### src/rtl/multicycle_control_pkg.sv
// Shared encodings for the multicycle MIPS control path: opcodes, funct codes,
// ALU control codes, datapath mux selects and the control FSM state set.
package multicycle_control_pkg;

    localparam logic [5:0] OP_RTYPE = 6'b000000;
    localparam logic [5:0] OP_LW    = 6'b100011;
    localparam logic [5:0] OP_SW    = 6'b101011;
    localparam logic [5:0] OP_BEQ   = 6'b000100;
    localparam logic [5:0] OP_ADDI  = 6'b001000;
    localparam logic [5:0] OP_J     = 6'b000010;

    localparam logic [5:0] FN_ADD = 6'b100000;
    localparam logic [5:0] FN_SUB = 6'b100010;
    localparam logic [5:0] FN_AND = 6'b100100;
    localparam logic [5:0] FN_OR  = 6'b100101;
    localparam logic [5:0] FN_SLT = 6'b101010;

    localparam logic [2:0] ALU_ADD = 3'b010;
    localparam logic [2:0] ALU_SUB = 3'b110;
    localparam logic [2:0] ALU_AND = 3'b000;
    localparam logic [2:0] ALU_OR  = 3'b001;
    localparam logic [2:0] ALU_SLT = 3'b111;

    localparam logic [1:0] ALUOP_ADD   = 2'b00;
    localparam logic [1:0] ALUOP_SUB   = 2'b01;
    localparam logic [1:0] ALUOP_FUNCT = 2'b10;

    // Select codes follow the input ordering of the datapath muxes.
    localparam logic [1:0] SRCB_REG    = 2'b00;
    localparam logic [1:0] SRCB_FOUR   = 2'b01;
    localparam logic [1:0] SRCB_IMM    = 2'b10;
    localparam logic [1:0] SRCB_IMMSH  = 2'b11;

    localparam logic [1:0] PCSRC_ALU    = 2'b00;
    localparam logic [1:0] PCSRC_ALUOUT = 2'b01;
    localparam logic [1:0] PCSRC_JUMP   = 2'b10;

    typedef enum logic [3:0] {
        S_IDLE     = 4'd0,
        S_FETCH    = 4'd1,
        S_DECODE   = 4'd2,
        S_MEMADR   = 4'd3,
        S_MEMRD    = 4'd4,
        S_MEMWB    = 4'd5,
        S_MEMWR    = 4'd6,
        S_EXECUTE  = 4'd7,
        S_ALUWB    = 4'd8,
        S_BRANCH   = 4'd9,
        S_ADDIEXEC = 4'd10,
        S_ADDIWB   = 4'd11,
        S_JUMP     = 4'd12,
        S_TRAP     = 4'd13
    } state_t;

endpackage

### src/rtl/multicycle_control_alu_decoder.sv
// ALU function decode: maps the FSM's alu_op and the instruction funct field
// to the 3-bit ALU control code.
module alu_decoder
    import multicycle_control_pkg::*;
(
    input  logic [1:0] alu_op,
    input  logic [5:0] funct,
    output logic [2:0] alu_ctrl
);

    always_comb begin
        alu_ctrl = ALU_ADD;
        unique case (alu_op)
            ALUOP_SUB: alu_ctrl = ALU_SUB;
            ALUOP_FUNCT: begin
                // Unlisted funct codes quietly fall back to add.
                unique case (funct)
                    FN_SUB:  alu_ctrl = ALU_SUB;
                    FN_AND:  alu_ctrl = ALU_AND;
                    FN_OR:   alu_ctrl = ALU_OR;
                    FN_SLT:  alu_ctrl = ALU_SLT;
                    default: alu_ctrl = ALU_ADD;
                endcase
            end
            default: alu_ctrl = ALU_ADD;
        endcase
    end

endmodule

### src/rtl/multicycle_control.sv
// Main Moore control FSM of the multicycle MIPS datapath; all outputs decode
// from the registered state (pc_en additionally from the ALU zero flag).
module multicycle_control
    import multicycle_control_pkg::*;
#(
    parameter bit ILLEGAL_TRAP = 1'b0
) (
    input  logic       clk,
    input  logic       rst_n,
    input  logic [5:0] opcode,
    input  logic [5:0] funct,
    input  logic       zero,
    output logic       pc_en,
    output logic       iord,
    output logic       mem_write,
    output logic       ir_write,
    output logic       reg_dst,
    output logic       mem_to_reg,
    output logic       reg_write,
    output logic       alu_src_a,
    output logic [1:0] alu_src_b,
    output logic [1:0] pc_src,
    output logic [2:0] alu_ctrl,
    output logic       illegal_op
);

    state_t     state, next;
    logic       pc_write, branch;
    logic [1:0] alu_op;

    always_ff @(posedge clk or negedge rst_n) begin
        if (!rst_n) state <= S_IDLE;
        else        state <= next;
    end

    always_comb begin
        next = state;
        unique case (state)
            S_IDLE:   next = S_FETCH;
            S_FETCH:  next = S_DECODE;
            S_DECODE: begin
                unique case (opcode)
                    OP_LW, OP_SW: next = S_MEMADR;
                    OP_RTYPE:     next = S_EXECUTE;
                    OP_BEQ:       next = S_BRANCH;
                    OP_ADDI:      next = S_ADDIEXEC;
                    OP_J:         next = S_JUMP;
                    default:      next = ILLEGAL_TRAP ? S_TRAP : S_FETCH;
                endcase
            end
            // The IR is only loaded in FETCH, so opcode is still valid here.
            S_MEMADR:   next = (opcode == OP_SW) ? S_MEMWR : S_MEMRD;
            S_MEMRD:    next = S_MEMWB;
            S_EXECUTE:  next = S_ALUWB;
            S_ADDIEXEC: next = S_ADDIWB;
            S_MEMWB, S_MEMWR, S_ALUWB, S_BRANCH, S_ADDIWB, S_JUMP:
                        next = S_FETCH;
            S_TRAP:     next = S_TRAP;
            default:    next = S_IDLE;
        endcase
    end

    always_comb begin
        iord       = 1'b0;
        mem_write  = 1'b0;
        ir_write   = 1'b0;
        reg_dst    = 1'b0;
        mem_to_reg = 1'b0;
        reg_write  = 1'b0;
        alu_src_a  = 1'b0;
        alu_src_b  = SRCB_REG;
        pc_src     = PCSRC_ALU;
        alu_op     = ALUOP_ADD;
        pc_write   = 1'b0;
        branch     = 1'b0;
        illegal_op = 1'b0;
        unique case (state)
            S_FETCH: begin
                ir_write  = 1'b1;
                alu_src_b = SRCB_FOUR;
                pc_write  = 1'b1;
            end
            S_DECODE: begin
                alu_src_b = SRCB_IMMSH;
                unique case (opcode)
                    OP_LW, OP_SW, OP_RTYPE, OP_BEQ, OP_ADDI, OP_J: illegal_op = 1'b0;
                    default:                                       illegal_op = 1'b1;
                endcase
            end
            S_MEMADR, S_ADDIEXEC: begin
                alu_src_a = 1'b1;
                alu_src_b = SRCB_IMM;
            end
            S_MEMRD: iord = 1'b1;
            S_MEMWB: begin
                mem_to_reg = 1'b1;
                reg_write  = 1'b1;
            end
            S_MEMWR: begin
                iord      = 1'b1;
                mem_write = 1'b1;
            end
            S_EXECUTE: begin
                alu_src_a = 1'b1;
                alu_op    = ALUOP_FUNCT;
            end
            S_ALUWB: begin
                reg_dst   = 1'b1;
                reg_write = 1'b1;
            end
            S_BRANCH: begin
                alu_src_a = 1'b1;
                alu_op    = ALUOP_SUB;
                pc_src    = PCSRC_ALUOUT;
                branch    = 1'b1;
            end
            S_ADDIWB: reg_write = 1'b1;
            S_JUMP: begin
                pc_src   = PCSRC_JUMP;
                pc_write = 1'b1;
            end
            default: ;
        endcase
    end

    assign pc_en = pc_write | (branch & zero);

    alu_decoder u_alu_decoder (
        .alu_op   (alu_op),
        .funct    (funct),
        .alu_ctrl (alu_ctrl)
    );

endmodule

### config.mk
export PLATFORM = sky130hd
export DESIGN_NAME = multicycle_control
export DESIGN_NICKNAME = d
export VERILOG_FILES = /design/src/rtl/multicycle_control_pkg.sv /design/src/rtl/multicycle_control_alu_decoder.sv /design/src/rtl/multicycle_control.sv
export SDC_FILE = /design/constraint.sdc
export NUM_CORES = 1
export LEC_CHECK = 0
export CAP_MARGIN = 20
export CORE_UTILIZATION = 34
export DETAILED_ROUTE_END_ITERATION = 12
export GPL_TIMING_DRIVEN = 1
export HOLD_SLACK_MARGIN = 0.06
export MAX_ROUTING_LAYER = met4
export PLACE_DENSITY = 0.75
export SETUP_SLACK_MARGIN = 0.1
export SYNTH_ARGS = -nofsm -noshare
export SYNTH_HDL_FRONTEND = slang
export SYNTH_SLANG_ARGS = --single-unit
### constraint.sdc
create_clock -name clk -period 1.57 [get_ports clk]
set_clock_uncertainty 0.05 [all_clocks]
set_input_delay 0.157 -clock clk [delete_from_list [all_inputs] [get_ports clk]]
set_output_delay 0.157 -clock clk [all_outputs]
set_load 0.05 [all_outputs]
==> results_dict.tcl, run 1 <==
set metrics [dict create \
    synth-edff-count 0 \
    fp.dieH_um 42.70 \
    yosysWarnings 0 \
    synth_area_leaders "dfrtp_1, a21oi_1, nand2b_1" \
    cts_buffers 3 \
    synth-async-reset-ratio_pct 100.0 \
    pin_count 31 \
    htree_levels 1 \
    dpl_cell_area_um2 1354 \
    synth_nets 99 \
    failed_stage "4_1_cts" \
    cts_buffer_depth 2 \
    synth_top_area_share_pct 17.78 \
    port_buffers 30 \
    synth-compound-area-share_pct 27.33 \
    yosysTopAreaCell "dfrtp_1" \
    synth_fa_ha_area_share_pct 4.444 \
    synth_xor_area_share_pct 6.222 \
    die_x_um 42.70 \
    clock-sinks 4 \
    synth-simple-area-share_pct 37.56 \
    stop_error "[ERROR DPL-0038] Utilization greater than 100%, impossible to legalize" \
    syn_area_per_cell_um2 6.866 \
    place_congestion 0.8653 \
    dpl.hpwl_um 2218 \
    yosysUniqueCellTypes 33 \
    netlist_area_um2 563.0 \
    synth_top_family_by_area "simple AND/OR/NAND/NOR gates" \
    synth_cells 82 \
    start_util_pct 36.95 \
    cts_setup_buffers 11 \
    rows 14 \
    ys.flop_type "dfrtp_1" \
    synth.mux.area_fraction_pct 0 \
    status "aborted with a tool error" \
    yosysSeqAreaShare_pct 17.78 \
    cts_resized 40 \
    cts_root_buffer "clkbuf_4" \
    ys_seq_elements 4 \
    hold_buffers 0 \
]
## cell families after synthesis
logic type / Yosys count
adders and majority gates: 2
buffers and inverters: 9
DFF: 4
xor gates and xnor gates: 4
AOI/OAI and AO/OA: 24
and+or+nand+nor: 39
## synth_stat cells (all sizes together), types with 3 or more instances
library cell / number
nor2: 10
nand3: 3
nor3: 4
a21oi: 10
xor2: 3
nand2b: 7
inv: 5
buf: 3
nand2: 3
dfrtp: 4
## stage by stage
stage / hold slack, ns / TNS (ns) / util, % / instances / worst slack [ns]
floorplan: -0.1886 / -1.292 / - / 82 / -0.2318
global placement: 0.3263 / -0.7601 / 88.83 / 151 / -0.2396
detailed placement: 0.3334 / -0.9912 / 88.83 / 151 / -0.2775
==> run 2: changes to the inputs <==
CORE_AREA = 2 2 63 65   (was unset)
CORE_UTILIZATION = unset   (was 34)
DIE_AREA = 0 0 65 67   (was unset)
HOLD_SLACK_MARGIN = unset   (was 0.06)
MAX_ROUTING_LAYER = unset   (was met4)
PLACE_DENSITY = unset   (was 0.75)
PLACE_DENSITY_LB_ADDON = 0.15   (was unset)
SETUP_SLACK_MARGIN = unset   (was 0.1)
clock period = 2 ns   (was 1.57 ns; I/O delays follow)
==> run 2 against run 1 <==
Compared with the run above:
- the flow now finishes without violations
- synthesized cell count is the same
- area after synthesis is the same
==> results_dict.tcl, run 2 <==
set metrics [dict create \
    slowest_delay_ns 0.41 \
    crit_slowest_cell "dfrtp_1" \
    via_count 768 \
    cts_tree "yes" \
    rsz0062_at_grt "true" \
    fp.dieArea_um2 4355 \
    yosysSeqAreaShare_pct 17.78 \
    synth_top_area_share_pct 17.78 \
    synth_nets 99 \
    hold_buffers 0 \
    htree_levels 1 \
    tightest_slew_ns 0.3590 \
    cap_violations 0 \
    path_cells "nand2b_4 -> or2_4 -> ha_4 -> nand2b_4 -> a21oi_4 -> buf_12" \
    synth-simple-area-share_pct 37.56 \
    largest_reg_flops 4 \
    largest_register "state" \
    path_class "flip-flop to primary output" \
    pin_count 31 \
    clk_latency_ns 0.22 \
    synth-async-reset-ratio_pct 100.0 \
    diodes 0 \
    grt_pass1_wl_um 3056 \
    cts_buffer_depth 2 \
    ys_seq_elements 4 \
    yosysWarnings 0 \
    internal_power_mw 0.2437 \
    netlist_top_cells_count "a21oi_1, nor2_1, nand2b_1" \
    ys.flop_type "dfrtp_1" \
    first_pass_iters 4 \
    fp.dieH_um 67 \
    slew_viol_final 0 \
    die_x_um 65 \
    synth_xor_area_share_pct 6.222 \
    synth_top_family_by_area "simple AND/OR/NAND/NOR gates" \
    cp-end-kind "primary output" \
    synth-compound-area-share_pct 27.33 \
    crit_fanout 3 \
    clock-sinks 4 \
    setup_slack_ns 0.03480 \
    place_congestion 0.8621 \
    num-nets-final 143 \
    drive_gt1_share_pct 37.90 \
    start_util_pct 15.61 \
    synth_area_leaders "dfrtp_1, a21oi_1, nand2b_1" \
    routed_wl_um 2021 \
    hp-class "primary input to async pin" \
    hold_violations 0 \
    final_cell_mix "buf_4, clkdlybuf4s50_1, buf_12" \
    final_common_cell "buf_4" \
    finalCritPeriodShare_pct 98.26 \
    fp.coreArea_um2 3606 \
    viasPerCell 4.465 \
    grt_pass1_vias 695 \
    dpl.hpwl_um 1574 \
    netlist_area_um2 563.0 \
    cts_root_buffer "clkbuf_8" \
    preCtsSetupSlack_ns 0.06024 \
    reg.largest.list "state: 4 flops" \
    swShare_pct 20.79 \
    synth-edff-count 0 \
    drc 0 \
    wl_per_cell_um 11.75 \
    clkSlewWorstSetupHoldPaths_ns 0.03 \
    grtUsageTotal_pct 9.548 \
    power_frac_comb_pct 18.0 \
    syn_area_per_cell_um2 6.866 \
    relSlewSlack_pct 75.88 \
    synth_cells 82 \
    required_ns 1.75 \
    fmax_ghz 0.5089 \
    synth_fa_ha_area_share_pct 4.444 \
    area_growth_pct 120.9 \
    path_buf_inv 1 \
    yosysTopAreaCell "dfrtp_1" \
    min_period_ns 1.965 \
    crit_family "simple AND/OR/NAND/NOR gates" \
    pwr-share-seq_pct 26.5 \
    dp_cells 166 \
    synth.mux.area_fraction_pct 0 \
    cp-start-kind "flip-flop" \
    grt.overflow.total 0 \
    setup_viol 0 \
    p_leak_nw 0.4905 \
    clockPowerShare_pct 55.5 \
    drt_iter0_drc 20 \
    grt_max_degree 13 \
    cpMostUsedCell "nand2b_4" \
    ir_drop_mv 0.1022 \
    final_cells 172 \
    status "finished, final reports clean" \
    cts_buffers 3 \
    yosysUniqueCellTypes 33 \
    cp.arrival_ns 1.72 \
    port_buffers 30 \
    antenna_left 0 \
    rows 22 \
    antenna_found_initial 0 \
    powerDensity_nw_per_um2 247.4 \
    switchingPower_mw 0.06396 \
]
[run 2: cell counts after synthesis]
Identical to the previous run, type by type.
[run 2: power by group through the flow]
stage / clock network, mW / registers [mW] / logic, mW
after global routing: 0.178 / 0.0815 / 0.0591
final: 0.171 / 0.0815 / 0.0553
after floorplan: 0 / 0.0824 / 0.0116
after detailed placement: 0 / 0.0824 / 0.0551
after global placement: 0 / 0.0824 / 0.0541
after CTS: 0.174 / 0.0815 / 0.0554
[run 2: worst reg2reg max path: cells and delay by family (launching register included)]
kind            cells  cell delay (ns)
simple gates        1             0.29
compound gates      2             0.31
buf+inv             1             0.19
flops               1             0.41
[run 2: worst paths after layout]
kind | slack [ns] | startpoint | cells after the start | end
setup / recovery | 0.03 | state[2]$_DFF_PN0_ | 6 | alu_ctrl[0]
hold / removal | 0.14 | rst_n | 1 | state[1]$_DFF_PN0_
setup reg to reg | 0.64 | state[2]$_DFF_PN0_ | 4 | state[3]$_DFF_PN0_
hold reg to reg | 0.63 | state[1]$_DFF_PN0_ | 2 | state[0]$_DFF_PN0_
max in group asynchronous | 1.58 | rst_n | 1 | state[3]$_DFF_PN0_
min in group clk | 0.63 | state[1]$_DFF_PN0_ | 2 | state[0]$_DFF_PN0_
[run 2: area by class of cell]
class,instances,area (um^2)
clock buffer,3,41.29
fill,368,2362
inverter,5,22.52
multi-input combinational,69,495.5
sequential,4,100.1
tap,48,60.06
timing repair buffer,43,524.3
[run 2: logic make-up after synthesis]
group | count (synthesis)
flip-flops | 4
AO/OA/AOI/OAI | 24
adder cells (fa/ha/maj) | 2
AND/OR/NAND/NOR | 39
XOR/XNOR | 4
buffers and inverters | 9
[run 2: layer usage]
layer / global-route usage, % / vias to the layer above / part of all wire, %
li1: - / 388 / -
met1: 8.678 / 350 / 40
met2: 18.94 / 26 / 52
met3: 2.365 / 4 / 5.9
met4: 5.585 / 0 / 2.0
met5: 0 / - / 0
[run 2: stage by stage]
step | instance area [um^2] | util, % | TNS [ns] | total power, mW | hold slack [ns]
floorplan | 591.8 | - | -0.1207 | 0.09401 | -0.1456
global placement | 1131 | 31.37 | 0 | 0.1365 | 0.3722
detailed placement | 1131 | 31.37 | 0 | 0.1375 | 0.3786
CTS | 1214 | 33.66 | 0 | 0.3112 | 0.1477
global route | 1244 | 34.49 | -0.02753 | 0.3187 | 0.1534
finish | 1244 | 34.49 | 0 | 0.3077 | 0.1407
[run 2: timing repair]
item / in CTS / in global routing
resized for setup: 6 / 4
pin swaps: 0 / 4
setup endpoints to repair: 3 / 4
buffers inserted: 1 / 2
(Power assumes the default switching activity.)
